--- src/rtl/lsu_pkg.sv ---
// Shared types and defaults for the load/store SRAM controller.
// Optional build macro LSU_MISALIGN_TRAP_EN is consumed by lsu_sram_ctrl.
package lsu_pkg;

    localparam int LSU_MEM_WORDS = 16384;

    typedef enum logic [1:0] {
        SZ_BYTE = 2'b00,
        SZ_HALF = 2'b01,
        SZ_WORD = 2'b10,
        SZ_ILL  = 2'b11
    } lsu_size_e;

    typedef enum logic [1:0] {
        IDLE    = 2'b00,
        ISSUE   = 2'b01,
        RD_WAIT = 2'b10,
        RESP    = 2'b11
    } lsu_state_e;

endpackage

--- src/rtl/lsu_align.sv ---
// Combinational lane logic: byte-enable mask, store data replication and
// load data shift plus sign/zero extension.
module lsu_align
    import lsu_pkg::*;
(
    input  lsu_size_e   i_size,
    input  logic [1:0]  i_off,
    input  logic        i_unsigned,
    input  logic [31:0] i_wdata,
    input  logic [31:0] i_rdata,
    output logic [3:0]  o_bmask,
    output logic [31:0] o_wdata,
    output logic [31:0] o_rdata
);

    logic [31:0] w_shift;

    function automatic logic [31:0] extend(input logic [31:0] v, input lsu_size_e sz,
                                           input logic uns);
        logic signed [7:0]  b;
        logic signed [15:0] h;
        b = signed'(v[7:0]);
        h = signed'(v[15:0]);
        case (sz)
            SZ_BYTE: extend = uns ? {24'h0, v[7:0]}  : {{24{b[7]}}, b};
            SZ_HALF: extend = uns ? {16'h0, v[15:0]} : {{16{h[15]}}, h};
            default: extend = v;
        endcase
    endfunction

    // Lane 0 of the shifted word always holds the addressed byte.
    assign w_shift = i_rdata >> {i_off, 3'b000};

    always_comb begin
        o_bmask = 4'b1111;
        o_wdata = i_wdata;
        case (i_size)
            SZ_BYTE: begin
                o_bmask = 4'b0001 << i_off;
                o_wdata = {4{i_wdata[7:0]}};
            end
            SZ_HALF: begin
                o_bmask = 4'b0011 << i_off;
                o_wdata = {2{i_wdata[15:0]}};
            end
            default: begin
                o_bmask = 4'b1111;
                o_wdata = i_wdata;
            end
        endcase
        o_rdata = extend(w_shift, i_size, i_unsigned);
    end

endmodule

--- src/rtl/lsu_sram_ctrl.sv ---
// Single-outstanding load/store controller for a synchronous 32-bit SRAM.
// Define LSU_MISALIGN_TRAP_EN to report misaligned half/word accesses as errors.
module lsu_sram_ctrl
    import lsu_pkg::*;
#(
    parameter int AW        = 32,
    parameter int MEM_WORDS = LSU_MEM_WORDS
) (
    input  logic          i_clk,
    input  logic          i_reset_n,
    input  logic          i_req_valid,
    output logic          o_req_ready,
    input  logic [AW-1:0] i_req_addr,
    input  logic          i_req_we,
    input  logic [1:0]    i_req_size,
    input  logic          i_req_unsigned,
    input  logic [31:0]   i_req_wdata,
    output logic          o_rsp_valid,
    input  logic          i_rsp_ready,
    output logic [31:0]   o_rsp_rdata,
    output logic          o_rsp_err,
    output logic [AW-1:0] o_mem_addr,
    output logic [31:0]   o_mem_wdata,
    output logic          o_mem_cs,
    output logic          o_mem_wren,
    output logic [3:0]    o_mem_bmask,
    input  logic [31:0]   i_mem_rdata
);

    lsu_state_e    r_state;
    lsu_state_e    w_next;
    logic          r_live;
    logic [AW-1:0] r_addr;
    logic          r_we;
    lsu_size_e     r_size;
    logic          r_unsigned;
    logic [31:0]   r_wdata;
    logic [31:0]   r_rsp_rdata;
    logic          r_rsp_err;

    logic [AW-1:0] w_eff_addr;
    logic [AW-1:0] w_word_idx;
    logic          w_misalign;
    logic          w_err;
    logic          w_issue;
    logic          w_accept;
    logic [3:0]    w_bmask;
    logic [31:0]   w_wdata_rep;
    logic [31:0]   w_load_data;

    always_comb begin
        w_eff_addr = r_addr;
        w_misalign = 1'b0;
`ifdef LSU_MISALIGN_TRAP_EN
        w_misalign = ((r_size == SZ_HALF) && r_addr[0]) ||
                     ((r_size == SZ_WORD) && (r_addr[1:0] != 2'b00));
`else
        if (r_size == SZ_HALF) begin
            w_eff_addr[0] = 1'b0;
        end else if (r_size == SZ_WORD) begin
            w_eff_addr[1:0] = 2'b00;
        end
`endif
    end

    assign w_word_idx = {2'b00, r_addr[AW-1:2]};
    assign w_err      = (r_size == SZ_ILL) || (w_word_idx >= AW'(MEM_WORDS)) || w_misalign;
    assign w_issue    = (r_state == ISSUE) && !w_err;
    // r_live keeps the request port closed while reset is held.
    assign w_accept   = (r_state == IDLE) && r_live && i_req_valid;

    lsu_align u_align (
        .i_size     (r_size),
        .i_off      (w_eff_addr[1:0]),
        .i_unsigned (r_unsigned),
        .i_wdata    (r_wdata),
        .i_rdata    (i_mem_rdata),
        .o_bmask    (w_bmask),
        .o_wdata    (w_wdata_rep),
        .o_rdata    (w_load_data)
    );

    always_ff @(posedge i_clk) begin
        if (!i_reset_n) begin
            r_state     <= IDLE;
            r_live      <= 1'b0;
            r_addr      <= '0;
            r_we        <= 1'b0;
            r_size      <= SZ_BYTE;
            r_unsigned  <= 1'b0;
            r_wdata     <= '0;
            r_rsp_rdata <= '0;
            r_rsp_err   <= 1'b0;
        end else begin
            r_state <= w_next;
            r_live  <= 1'b1;
            if (w_accept) begin
                r_addr     <= i_req_addr;
                r_we       <= i_req_we;
                r_size     <= lsu_size_e'(i_req_size);
                r_unsigned <= i_req_unsigned;
                r_wdata    <= i_req_wdata;
            end
            if (r_state == ISSUE) begin
                r_rsp_err   <= w_err;
                r_rsp_rdata <= '0;
            end
            if (r_state == RD_WAIT) begin
                r_rsp_rdata <= w_load_data;
            end
        end
    end

    always_comb begin
        w_next      = r_state;
        o_req_ready = 1'b0;
        o_rsp_valid = 1'b0;
        o_mem_cs    = 1'b0;
        o_mem_wren  = 1'b0;
        o_mem_bmask = 4'b0000;
        case (r_state)
            IDLE: begin
                o_req_ready = r_live;
                if (w_accept) w_next = ISSUE;
            end
            ISSUE: begin
                o_mem_cs    = w_issue;
                o_mem_wren  = w_issue && r_we;
                o_mem_bmask = w_issue ? w_bmask : 4'b0000;
                w_next      = (w_err || r_we) ? RESP : RD_WAIT;
            end
            RD_WAIT: w_next = RESP;
            RESP: begin
                o_rsp_valid = 1'b1;
                if (i_rsp_ready) w_next = IDLE;
            end
            default: w_next = IDLE;
        endcase
    end

    assign o_mem_addr  = {2'b00, w_eff_addr[AW-1:2]};
    assign o_mem_wdata = w_wdata_rep;
    assign o_rsp_rdata = r_rsp_rdata;
    assign o_rsp_err   = r_rsp_err;

endmodule

--- config.mk ---
export PLATFORM = sky130hd
export DESIGN_NAME = lsu_sram_ctrl
export DESIGN_NICKNAME = d
export VERILOG_FILES = /design/src/rtl/lsu_pkg.sv /design/src/rtl/lsu_align.sv /design/src/rtl/lsu_sram_ctrl.sv
export SDC_FILE = /design/constraint.sdc
export NUM_CORES = 1
export LEC_CHECK = 0
export ABC_AREA = 1
export BUFFER_PORTS_ARGS = -buffer_cell sky130_fd_sc_hd__buf_4
export CAP_MARGIN = 20
export CORE_MARGIN = 4
export CORE_UTILIZATION = 49
export DETAILED_ROUTE_END_ITERATION = 10
export GPL_TIMING_DRIVEN = 0
export PLACE_DENSITY_LB_ADDON = 0.12
export SLEW_MARGIN = 20
export SYNTH_ARGS = -nofsm -noshare
export SYNTH_HDL_FRONTEND = slang
export SYNTH_SLANG_ARGS = --single-unit
--- constraint.sdc ---
create_clock -name i_clk -period 1.95 [get_ports i_clk]
set_input_delay 0.195 -clock i_clk [delete_from_list [all_inputs] [get_ports i_clk]]
set_output_delay 0.195 -clock i_clk [all_outputs]
set_load 0.02 [all_outputs]
### After elaboration in Yosys (flattened, before gate mapping)

Index checks and enable logic that the tools add are counted.

* $lt $le $gt $ge: 1
* equality and inequality tests: 8
* shifts and indexed selects: 3
* muxes and demuxes: 21
* reduce and logical (&&, ||, !) cells: 11

Operator list (number)
* 2-to-1 mux 32 bit: 4
* one-hot mux 32 bit (2 select lines): 2
* >> shifter 32 x 5 -> 32 bit: 1
* >= comparator 30 x 15 -> 1 bit (second input constant): 1
* == test 2 bit (second input constant): 4
* 2-to-1 mux 1 bit: 8
* 2-to-1 mux 4 bit: 2
* one-hot mux 2 bit (4 select lines): 1
* one-hot mux 4 bit (2 select lines): 1
* 2-to-1 mux 2 bit: 3
* == test 2 x 1 -> 1 bit (second input constant): 2
* logical AND 1 bit: 4
* zero test 2 bit: 2
* != test 2 bit (second input constant): 2
* left shift 1 x 2 -> 4 bit (first input constant): 1
* left shift 2 x 2 -> 4 bit (first input constant): 1
* logical OR 1 bit: 2
* AND reduction 2 bit: 1
* nonzero test 2 bit: 1
* zero test 1 bit: 1

* bits in registers: 104
* bits of input ports: 104
* output and inout port bits: 105

### Depth between registers and ports, before layout

Gate-level depths: netlist of run 1.

* word-level depth: 7
* gate-level depth with buffers: 11

### By module

From an unflattened synthesis of run 1, not the netlist that was laid out.

* cell total of the unflattened synthesis: 783
* area, all modules: 5363.9 um^2

By module, submodules not included
* lsu_sram_ctrl: times used 1, cells an instance 532, area each 4196.5 um^2, sequential area each 2082.0 um^2
* lsu_align: times used 1, cells an instance 251, area each 1167.4 um^2, sequential area each 0.0 um^2

### Worst setup path before layout of run 1

OpenSTA, ideal clock, no wires.

* kind: flip-flop to flip-flop
* from: register r_state[0]
* to: register r_addr[18]
* setup time: 0.128 ns
* data arrival time: 1.554 ns
* data required time: 1.822 ns
* setup slack: 0.267 ns
* stages on the path, launching flop included: 9
* path buffers: 2
* cells stage by stage: dfxtp_1 inv_1 ha_1 nand2_1 inv_1 nand2_1 clkbuf_1 clkbuf_1 a21oi_1

* word-level cells in the longest chain between the ends: 3

RTL lines
* start, declared: line lsu_sram_ctrl.sv:30 `lsu_state_e r_state;`
* start signal, assigned: line lsu_sram_ctrl.sv:95 `r_state <= w_next;`
* zero test 2 bit: line lsu_sram_ctrl.sv:70 `assign w_accept = (r_state == IDLE) && r_live && i_req_valid;`
* logical AND 1 bit (2 in series): line lsu_sram_ctrl.sv:70
* end signal, assigned: line lsu_sram_ctrl.sv:98 `r_addr <= i_req_addr;`
* end, declared: line lsu_sram_ctrl.sv:33 `logic [AW-1:0] r_addr;`

No other way between the ends.
A chain may end at the register's enable or synchronous reset.

### Worst setup path in the final report of run 1

* from: register r_size[1]
* to: output o_mem_bmask[2]

* word-level cells in the longest chain between the ends: 7

RTL lines
* start, declared: line lsu_sram_ctrl.sv:35 `lsu_size_e r_size;`
* start signal, assigned: line lsu_sram_ctrl.sv:100 `r_size <= lsu_size_e'(i_req_size);`
* == test 2 bit: line lsu_sram_ctrl.sv:60 `end else if (r_size == SZ_WORD) begin`
* 2-to-1 mux 2 bit: line lsu_sram_ctrl.sv:60
* 2-to-1 mux 1 bit: line lsu_sram_ctrl.sv:58 `if (r_size == SZ_HALF) begin`
* left shift 2 x 2 -> 4 bit or left shift 1 x 2 -> 4 bit (tied branches): line lsu_align.sv:43, lsu_align.sv:39
* one-hot mux 4 bit (2 select lines): line lsu_align.sv:37 `case (i_size)`
* 2-to-1 mux 4 bit *: line lsu_sram_ctrl.sv:129 `o_mem_bmask = w_issue ? w_bmask : 4'b0000;`
* 2-to-1 mux 4 bit *: line lsu_sram_ctrl.sv:121 `case (r_state)`
* end, declared: line lsu_sram_ctrl.sv:26 `output logic [3:0] o_mem_bmask,`

Every way passes the cells marked *; elsewhere a longest branch is shown, timed or not.

==> flow_summary.ini, run 1 <==
[run_status]
status = finished clean

[timing]
clock.fmax_ghz = 0.5172
tns_ps = 0
setup-violations-final = 0
max_slew.worst_pin.slew_ps = 551.5
min_period_over_period_pct = 99.15
clock_skew_ps = 9.714
timing.max_slew.rel_slack_pct = 63.24
number_of_hold_slack_violations_in_the_final_timing_report = 0
hold-worst-slack_ps = 19.50
rsz0062_at_grt = yes
finalCriticalPeriod_ps = 1933
timing.final.max_slew_violations = 0

[clocking]
clock_sink_count = 104
ctsHtreeMaxLevel = 3
post_cts_hold_buffer_count = 0
tritoncts_clock_tree = built
cts_buffer_depth = 2
clk-insertion-delay-late_ps = 370
number_of_cts_inserted_buffers = 9
clk_pin_slew_ps = 100
cts_root_buf = sky130_fd_sc_hd__clkbuf_8

[layout]
finish.utilization_pct = 70.38
layout-drive-gt1-share_pct = 33.68
antenna_cells = 0
area_growth_pct = 40.86
final-instance-count-excl-fill = 1092
final.fill_count = 933
finalNetCount = 1061
area_taken_by_multi_input_logic_gates_sq_mm = 0.002401
final-seq-area_sq_mm = 0.002088

[die]
core_ar_sq_mm = 0.01028
dieArea_sq_mm = 0.01218
starting_density_of_the_core_pct = 49.96
rows = 37
die_x_um = 110.4
dieHeight_um = 110.4
io_pins = 209

[setup_path]
setup_crit_start_kind = register
timing.critical_path.fanout_max = 7
worst-setup-path-type = register to output pin
timing.critical_path.arrival_ps = 1740
setup.worst_path.end_class = output pin
reg2reg_from = r_size[1]
crit_path_start = r_size[1]
cp.required_ps = 1750

[power_and_ir_drop]
power.share.switching_pct = 39.67
power.share.clock_pct = 20.0
static-leakage-power_nw = 3.385
power.net_switching_mw = 2.995
power-per-cell-area_mw_per_mm2 = 1044
intPower_mw = 4.555
power.ir.vdd_worst_mv = 0.5394
combinationalPowerShare_pct = 44.9
power.total_mw = 7.550
sequentialPowerShare_pct = 35.1

[synth]
number_of_enable_flip_flop_cells_after_synthesis = 0
ys_async_sr_fraction_pct = 0
dominant_combinational_cell_family_by_area_after_synthesis = simple AND/OR/NAND/NOR gates
ys_top_cells_by_area = sky130_fd_sc_hd__dfxtp_1, sky130_fd_sc_hd__nand2_1, sky130_fd_sc_hd__a21oi_1, sky130_fd_sc_hd__buf_4, sky130_fd_sc_hd__o21ai_0
netlist-cell-type-count = 27
yosys_warnings = 0
post_synth.cell_area_avg_sq_um = 7.005
yosys.cell_count.top_type = sky130_fd_sc_hd__nand2_1
synthDominantAreaCellType = sky130_fd_sc_hd__dfxtp_1
yosysTopAreaCellShare_pct = 40.55
postSynthRegisterBits = 104
yosys.area_share.simple_pct = 23.10
synth.cell_area_sq_mm = 0.005135
synth_fa_ha_area_share_pct = 1.218
synth_top_cells_by_count = sky130_fd_sc_hd__nand2_1, sky130_fd_sc_hd__a21oi_1, sky130_fd_sc_hd__dfxtp_1
synth_compound_area_share_pct = 21.05
ys_dominant_reg_cell = sky130_fd_sc_hd__dfxtp_1
synth_cells = 733
synth_xor_area_share_pct = 0
yosys-mux-area-fraction_pct = 0
synth.yosys.seq_area_share_pct = 40.55

[routing]
detailedRoute.firstPassIterationCount = 7
number_of_vias_per_cell = 5.201
detail_route.drc_violations = 0
drt-total-wl_um = 17040
num_vias = 5679
drt-wirelength-per-cell_um = 15.60
first_iter_violations = 329
detail-route-antenna-nets = 0

[global_routing]
grt_overflow = 0
grt_first_pass_wirelength_um = 26140
largest_net_degree_at_the_start_of_global_routing = 20
initial_antenna_violation_count = 0
first_global_vias = 5335
global_route.usage.total_pct = 27.39

[placement]
place.port_buffers = 206
hpwl_um = 13380
place.detailed.instances = 1076
routability_cong = 0.9293

[worst_hold_path]
type_of_the_worst_min_delay_path = primary input to register
launch_instance_of_the_worst_min_delay_path = i_reset_n

[run]
max_cap_violations = 0
routing by layer:
metal,part of all wire (%),vias up,track usage (%)
met2,48,232,45.88
met1,41,2575,34.28
met3,8.7,43,7.455
li1,-,2829,-
met4,2.6,0,8.707
met5,0,-,0
power by group through the flow:
stage | clock network [mW] | registers [mW] | logic (mW)
4_1_cts | 1.52 | 2.64 | 3.29
6_report | 1.51 | 2.65 | 3.39
2_1_floorplan | 0 | 2.75 | 1.92
5_1_grt | 1.61 | 2.69 | 3.70
3_5_place_dp | 0 | 2.69 | 3.21
3_3_place_gp | 0 | 2.67 | 3.15
timing repair:
| item | in CTS | in global routing |
|---|---|---|
| endpoints found under the setup margin | 63 | 89 |
| setup buffers | 3 | 0 |
| resized for setup | 25 | 49 |
| pin swaps | 4 | 1 |
layout make-up:
type                            instances  area share, %
Multi-Input combinational cell        486          33.19
Sequential cell                       104          28.87
Timing Repair Buffer                  209          21.80
Buffer                                 89          8.026
Inverter                               53          2.750
Tap cell                              136          2.353
Clock buffer                           11          1.955
Clock inverter                          4          1.055
registers in the layout, indices dropped and copies added (netlist names):
name and count:
r_state 2, r_size 2, r_unsigned 1, r_wdata 32
r_we 1, r_live 1, o_rsp_rdata 32, r_addr 32
o_rsp_err 1
metrics by stage:
| step | worst slack, ps | cell area, sq um |
|---|---|---|
| 2_1_floorplan | 267.3 | 5139 |
| 3_3_place_gp | -219.2 | 6855 |
| 3_5_place_dp | -306.5 | 6855 |
| 4_1_cts | -105.0 | 7157 |
| 5_1_grt | -84.17 | 7233 |
| 6_report | 16.66 | 7233 |
path summary, 6_finish.rpt:
kind / end / slack [ps] / cells after the start
max: o_mem_bmask[2] / 20 / 7
min: r_live / 20 / 1
max reg2reg: o_rsp_rdata[31] / 180 / 10
min reg2reg: r_wdata[24] / 460 / 2
critical path, cell delays in order (launching register included):
cell and delay (ps):
sky130_fd_sc_hd__dfxtp_4 370, sky130_fd_sc_hd__clkbuf_16 140, sky130_fd_sc_hd__nand2_4 40, sky130_fd_sc_hd__nand4_1 150
sky130_fd_sc_hd__nor3_4 230, sky130_fd_sc_hd__nand3_4 150, sky130_fd_sc_hd__nor2_2 150, sky130_fd_sc_hd__buf_6 130
placed cells by master, fill, tap and decap left out, drive strengths merged, types with 2 or more instances in the layout:
master  netlist  final
buf          51    259
nand2       195    195
a21oi       129    129
dfxtp       104    104
nand3        62     62
o21ai        58     58
inv          52     53
clkbuf       40     50
nor2          9      9
o221ai        8      8
o211ai        8      8
nand4         6      6
ha            5      5
conb          1      2
bufinv        0      2
nor3          2      2
cells by family after synthesis:
group                    Yosys count
AND/OR/NAND/NOR                  274
AO/OA/AOI/OAI                    205
other                              1
buffers and inverters            144
adder cells (fa/ha/maj)            5
flip-flops                       104
(Power assumes the default switching activity.)
==> inputs of run 2 (changes only) <==
--- a/config.mk
+++ b/config.mk
@@ -8,8 +8,8 @@
 export ABC_AREA = 1
 export BUFFER_PORTS_ARGS = -buffer_cell sky130_fd_sc_hd__buf_4
 export CAP_MARGIN = 20
-export CORE_MARGIN = 4
-export CORE_UTILIZATION = 49
+export CORE_MARGIN = 5
+export CORE_UTILIZATION = 52
 export DETAILED_ROUTE_END_ITERATION = 10
 export GPL_TIMING_DRIVEN = 0
 export PLACE_DENSITY_LB_ADDON = 0.12
==> constraint.sdc (replaced) <==
create_clock -name i_clk -period 2.28 [get_ports i_clk]
set_input_delay 0.228 -clock i_clk [delete_from_list [all_inputs] [get_ports i_clk]]
set_output_delay 0.228 -clock i_clk [all_outputs]
set_load 0.1 [all_outputs]
==> run 2 against run 1 <==
  * Global-route usage rose by 0.74 points
  * Flip-flop and latch count is the same
  * Cell count down 0.27%
  * Critical path type unchanged
  * Non-clock buffer count decreased by 1
  * Highest routed layer unchanged
  * Worst hold slack improved by 33 ps
  * Sequential power down 14%
==> flow_summary.ini, run 2 (synthesis results as in run 1) <==
[run]
max_cap_violations = 0

[clocking]
clk-insertion-delay-late_ps = 380
cts_root_buf = sky130_fd_sc_hd__clkbuf_8
clk_pin_slew_ps = 110
ctsHtreeMaxLevel = 3
cts_buffer_depth = 2
clock_sink_count = 104
tritoncts_clock_tree = built
number_of_cts_inserted_buffers = 9

[global_routing]
first_global_vias = 5556
global_route.usage.total_pct = 28.13
grt_first_pass_wirelength_um = 26560
initial_antenna_violation_count = 0
grt_overflow = 0
largest_net_degree_at_the_start_of_global_routing = 20

[die]
die_x_um = 109.4
dieArea_sq_mm = 0.01196
io_pins = 209
core_ar_sq_mm = 0.009684
starting_density_of_the_core_pct = 53.02
rows = 36
dieHeight_um = 109.4

[power_and_ir_drop]
combinationalPowerShare_pct = 58.0
power.share.switching_pct = 54.59
intPower_mw = 3.698
power-per-cell-area_mw_per_mm2 = 1119
static-leakage-power_nw = 3.344
power.net_switching_mw = 4.445
power.share.clock_pct = 14.1
power.ir.vdd_worst_mv = 0.8087
sequentialPowerShare_pct = 27.9

[timing]
setup-violations-final = 0
finalCriticalPeriod_ps = 2260
number_of_hold_slack_violations_in_the_final_timing_report = 0
timing.max_slew.rel_slack_pct = 44.92
min_period_over_period_pct = 99.10
clock_skew_ps = 19.47
max_slew.worst_pin.slew_ps = 826.2
tns_ps = 0
clock.fmax_ghz = 0.4426
postLayoutSetupSlackWorst_ps = 20.45
timing.final.max_slew_violations = 0
rsz0062_at_grt = yes

[layout]
design_area_sq_mm = 0.007277
finish.utilization_pct = 75.14
finalNetCount = 1060
final.fill_count = 790
antenna_cells = 0
layout-drive-gt1-share_pct = 33.26
final_cell_mix = sky130_fd_sc_hd__buf_4, sky130_fd_sc_hd__nand2_1, sky130_fd_sc_hd__a21oi_1, sky130_fd_sc_hd__dfxtp_1, sky130_fd_sc_hd__nand3_1
area_taken_by_multi_input_logic_gates_sq_mm = 0.002477
mostFrequentLayoutCell = sky130_fd_sc_hd__buf_4
final-seq-area_sq_mm = 0.002086
area_growth_pct = 41.72

[routing]
detailedRoute.firstPassIterationCount = 5
detail-route-antenna-nets = 0
number_of_vias_per_cell = 5.286
drt-total-wl_um = 17570
first_iter_violations = 282
drt-wirelength-per-cell_um = 16.14
detail_route.drc_violations = 0
num_vias = 5756

[placement]
postPlaceCellArea_sq_mm = 0.006940
hpwl_um = 13820
place.port_buffers = 206
place_ws_ps = -25.03
routability_cong = 0.9425

[setup_path]
timing.critical_path.arrival_ps = 2030
cp.buffers_inverters = 2
timing.critical_path.slowest_cell_delay_ps = 390
cp_cell_sequence = buf_8 -> nand2_4 -> nand4_1 -> nor3_4 -> nand3_4 -> nor2_2 -> buf_8
worst-setup-path-type = register to output pin
timing.critical_path.fanout_max = 7
timing.reg2reg.setup_slack_ps = 210
setup_crit_start_kind = register
family_of_cells_with_the_greatest_summed_delay_on_the_critical_path = simple AND/OR/NAND/NOR gates
cp_slowest_cell = sky130_fd_sc_hd__dfxtp_4
setup.worst_path.end_class = output pin
cp.required_ps = 2050
cpMostUsedCell = sky130_fd_sc_hd__buf_8

[run_status]
status = finished clean

[worst_hold_path]
type_of_the_worst_min_delay_path = primary input to register
## run 2: area by class of cell
cell class,count,share of cell area (%)
timing repair buffer,209,22.40
inverter,53,2.734
clock buffer,11,1.943
multi-input combinational,486,34.04
clock inverter,5,0.6706
sequential,104,28.66
tap,133,2.287
buffer,88,7.256
## run 2: layer usage
layer / up-vias / global-route usage (%) / routed length [um]
met5: - / 0 / 0
met4: 0 / 9.261 / 408
met3: 27 / 5.872 / 1454
met2: 235 / 50.57 / 8967
met1: 2671 / 33.25 / 6741
li1: 2823 / - / -
## run 2: worst paths after layout
check	to	cells after the start	start
setup / recovery	o_mem_bmask[1]	7	r_size[1]
hold / removal	r_live	1	i_reset_n
setup reg to reg	r_size[0]	8	r_state[0]
hold reg to reg	r_addr[11]	2	r_addr[11]
## run 2: timing repair
item / 4_1_cts / 5_1_grt
setup endpoints to repair: 25 / 40
gates resized for setup: 13 / 31
setup buffers: 0 / 3
hold buffers: 0 / 0
pin swaps: 0 / 4
## run 2: worst reg2reg max path: stages (launching register included)
cell	delay (ps)
sky130_fd_sc_hd__dfxtp_1	430
sky130_fd_sc_hd__inv_1	140
sky130_fd_sc_hd__ha_1	250
sky130_fd_sc_hd__nand2_1	70
sky130_fd_sc_hd__inv_1	70
sky130_fd_sc_hd__nand2_1	300
sky130_fd_sc_hd__clkbuf_2	300
sky130_fd_sc_hd__clkbuf_2	300
sky130_fd_sc_hd__a21oi_1	120
## run 2: power by group through the flow
stage / Clock (mW) / Sequential [mW] / Combinational, mW
global placement: 0 / 2.28 / 4.51
detailed placement: 0 / 2.30 / 4.58
global route: 1.22 / 2.30 / 4.97
floorplan: 0 / 2.82 / 3.01
finish: 1.15 / 2.27 / 4.72
CTS: 1.15 / 2.26 / 4.64
## run 2: metrics by stage
| stage | power, mW | hold WS [ps] | instances |
|---|---|---|---|
| 6_report | 8.143 | 52.92 | 1089 |
| 5_1_grt | 8.482 | 43.32 | 1089 |
| 4_1_cts | 8.049 | 49.20 | 1088 |
| 3_5_place_dp | 6.880 | 430.2 | 1073 |
| 3_3_place_gp | 6.793 | 432.4 | 1073 |
| 2_1_floorplan | 5.833 | 255.7 | 734 |
==> inputs of run 3 (changes only) <==
==> constraint.sdc (replaced) <==
create_clock -name i_clk -period 2.28 [get_ports i_clk]
set_input_delay 0.684 -clock i_clk [delete_from_list [all_inputs] [get_ports i_clk]]
set_output_delay 0.684 -clock i_clk [all_outputs]
set_load 0.1 [all_outputs]
==> run 3 against run 2 <==
  * Critical path type unchanged
  * Cell count increased by 0.18%
  * The flow now finishes with violations (negative setup slack)
  * Via count rose by 3.6%
  * Power grew 4.3%
  * Register-to-register slack worse by 40 ps
  * Fmax fell by 12%
  * Worst hold slack improved by 410 ps
  * Non-clock buffer count up 2
  * Setup slack worse by 300 ps
  * Combinational power rose by 8.7%
==> flow_summary.ini, run 3 (synthesis results as in run 1) <==
[layout]
antenna_cells = 0
mostFrequentLayoutCell = sky130_fd_sc_hd__buf_4
final_cell_mix = sky130_fd_sc_hd__buf_4, sky130_fd_sc_hd__nand2_1, sky130_fd_sc_hd__a21oi_1, sky130_fd_sc_hd__dfxtp_1, sky130_fd_sc_hd__nand3_1
final-instance-count-excl-fill = 1091
finish.utilization_pct = 79.99
finalNetCount = 1062
layout-drive-gt1-share_pct = 34.66
area_growth_pct = 50.85

[timing]
max_slew.worst_pin.slew_ps = 545.4
number_of_hold_slack_violations_in_the_final_timing_report = 0
min_period_over_period_pct = 112.4
clock_skew_ps = 13.14
finalCriticalPeriod_ps = 2563
clock.fmax_ghz = 0.3902
timing.max_slew.rel_slack_pct = 63.64
rsz0062_at_grt = yes
postLayoutSetupSlackWorst_ps = -282.8
tns_ps = -4098
setup-violations-final = 30
timing.final.max_slew_violations = 0

[power_and_ir_drop]
combinationalPowerShare_pct = 60.4
intPower_mw = 3.928
power.net_switching_mw = 4.567
power-per-cell-area_mw_per_mm2 = 1097
power.ir.vdd_worst_mv = 0.8328
power.total_mw = 8.495
power.share.switching_pct = 53.76
power.share.clock_pct = 12.8
sequentialPowerShare_pct = 26.9
static-leakage-power_nw = 3.428

[global_routing]
grt_overflow = 0
largest_net_degree_at_the_start_of_global_routing = 20
grt_first_pass_wirelength_um = 28440
initial_antenna_violation_count = 0
first_global_vias = 5888
global_route.usage.total_pct = 30.30

[routing]
drt-wirelength-per-cell_um = 16.75
num_vias = 5961
detail-route-antenna-nets = 0
detail_route.drc_violations = 0
detailedRoute.firstPassIterationCount = 6
first_iter_violations = 392
drt-total-wl_um = 18270
number_of_vias_per_cell = 5.464

[clocking]
clk-insertion-delay-late_ps = 380
cts_buffer_depth = 2
ctsHtreeMaxLevel = 3
cts_root_buf = sky130_fd_sc_hd__clkbuf_8
tritoncts_clock_tree = built
post_cts_hold_buffer_count = 0
clock_sink_count = 104
clk_pin_slew_ps = 100
number_of_cts_inserted_buffers = 9

[die]
dieArea_sq_mm = 0.01196
die_x_um = 109.4
starting_density_of_the_core_pct = 53.02
rows = 36
io_pins = 209
dieHeight_um = 109.4
core_ar_sq_mm = 0.009684

[setup_path]
critical_path.reg2reg.endpoint = o_rsp_rdata[3]
timing.critical_path.fanout_max = 7
setup_crit_start_kind = register
family_of_cells_with_the_greatest_summed_delay_on_the_critical_path = simple AND/OR/NAND/NOR gates
cp_cell_sequence = clkbuf_16 -> nand2_4 -> nand4_1 -> nor3_4 -> nand3_4 -> nor2_4 -> buf_12
reg2reg_from = r_state[1]
cp.required_ps = 1600
timing.critical_path.arrival_ps = 1880
cp_slowest_cell = sky130_fd_sc_hd__dfxtp_4
timing.critical_path.slowest_cell_delay_ps = 380
r2r_cells = 7
setup.worst_path.end_class = output pin
crit_cells = 7
crit_path_start = r_size[1]
worst_setup_path_endpoint = o_mem_bmask[3]
worst-setup-path-type = register to output pin
cp.buffers_inverters = 2
timing.reg2reg.setup_slack_ps = 170

[run]
max_cap_violations = 0

[placement]
place.port_buffers = 206
hpwl_um = 13600
place_ws_ps = -151.7
place.detailed.instances = 1073
routability_cong = 0.9288

[worst_hold_path]
launch_instance_of_the_worst_min_delay_path = r_addr[11]
type_of_the_worst_min_delay_path = register to register

[run_status]
violations = negative setup slack
status = complete, but fails checks
[run 3: power groups by stage]
stage | clock, mW | sequential, mW | combinational, mW
floorplan | 0 | 2.83 | 3.15
global placement | 0 | 2.29 | 4.64
detailed placement | 0 | 2.30 | 4.70
CTS | 1.09 | 2.27 | 5.05
global route | 1.18 | 2.31 | 5.37
finish | 1.08 | 2.28 | 5.13
[run 3: stage by stage]
step	instance area, sq um	hold slack (ps)
floorplan	5401	441.1
global placement	7114	448.5
detailed placement	7114	455.0
CTS	7726	471.4
global route	7746	488.5
finish	7746	467.6
[run 3: worst reg2reg max path: cells and delay by family (launching register included)]
kind / cells / cell delay (ps)
buf+inv: 3 / 760
flops: 1 / 390
compound gates: 2 / 380
fa+ha+maj: 1 / 310
simple gates: 1 / 210
[run 3: what timing repair did]
action                                  CTS  global route
buffers inserted                          3             1
endpoints found under the setup margin   41            52
resized for setup                        99             9
pin swaps                                11             0
gates cloned                              0             0
[run 3: final cells by class]
cell class                      instances  area (sq um)
Inverter                               53         202.7
Sequential cell                       104          2090
Timing Repair Buffer                  210          1854
Buffer                                 89         609.3
Multi-Input combinational cell        486          2644
Tap cell                              133         166.4
Clock buffer                            9         123.9
Clock inverter                          7         56.30
Fill cell                             675          1938
[run 3: worst min path at each step]
stage                       to  slack (ps)  depth (start not counted)
2_1_floorplan      r_wdata[16]         440                          2
3_3_place_gp        r_addr[13]         450                          2
3_5_place_dp       r_wdata[22]         450                          2
4_1_cts             r_addr[11]         470                          2
5_1_grt        o_rsp_rdata[17]         490                          2
6_report            r_addr[11]         470                          2
[run 3: metal layers]
metal	GRT usage (%)	wire length (um)	up-vias
met3	8.397	1728	85
met2	52.31	8929	333
li1	-	-	2818
met5	0	0	-
met1	34.46	6726	2725
met4	14.51	889	0
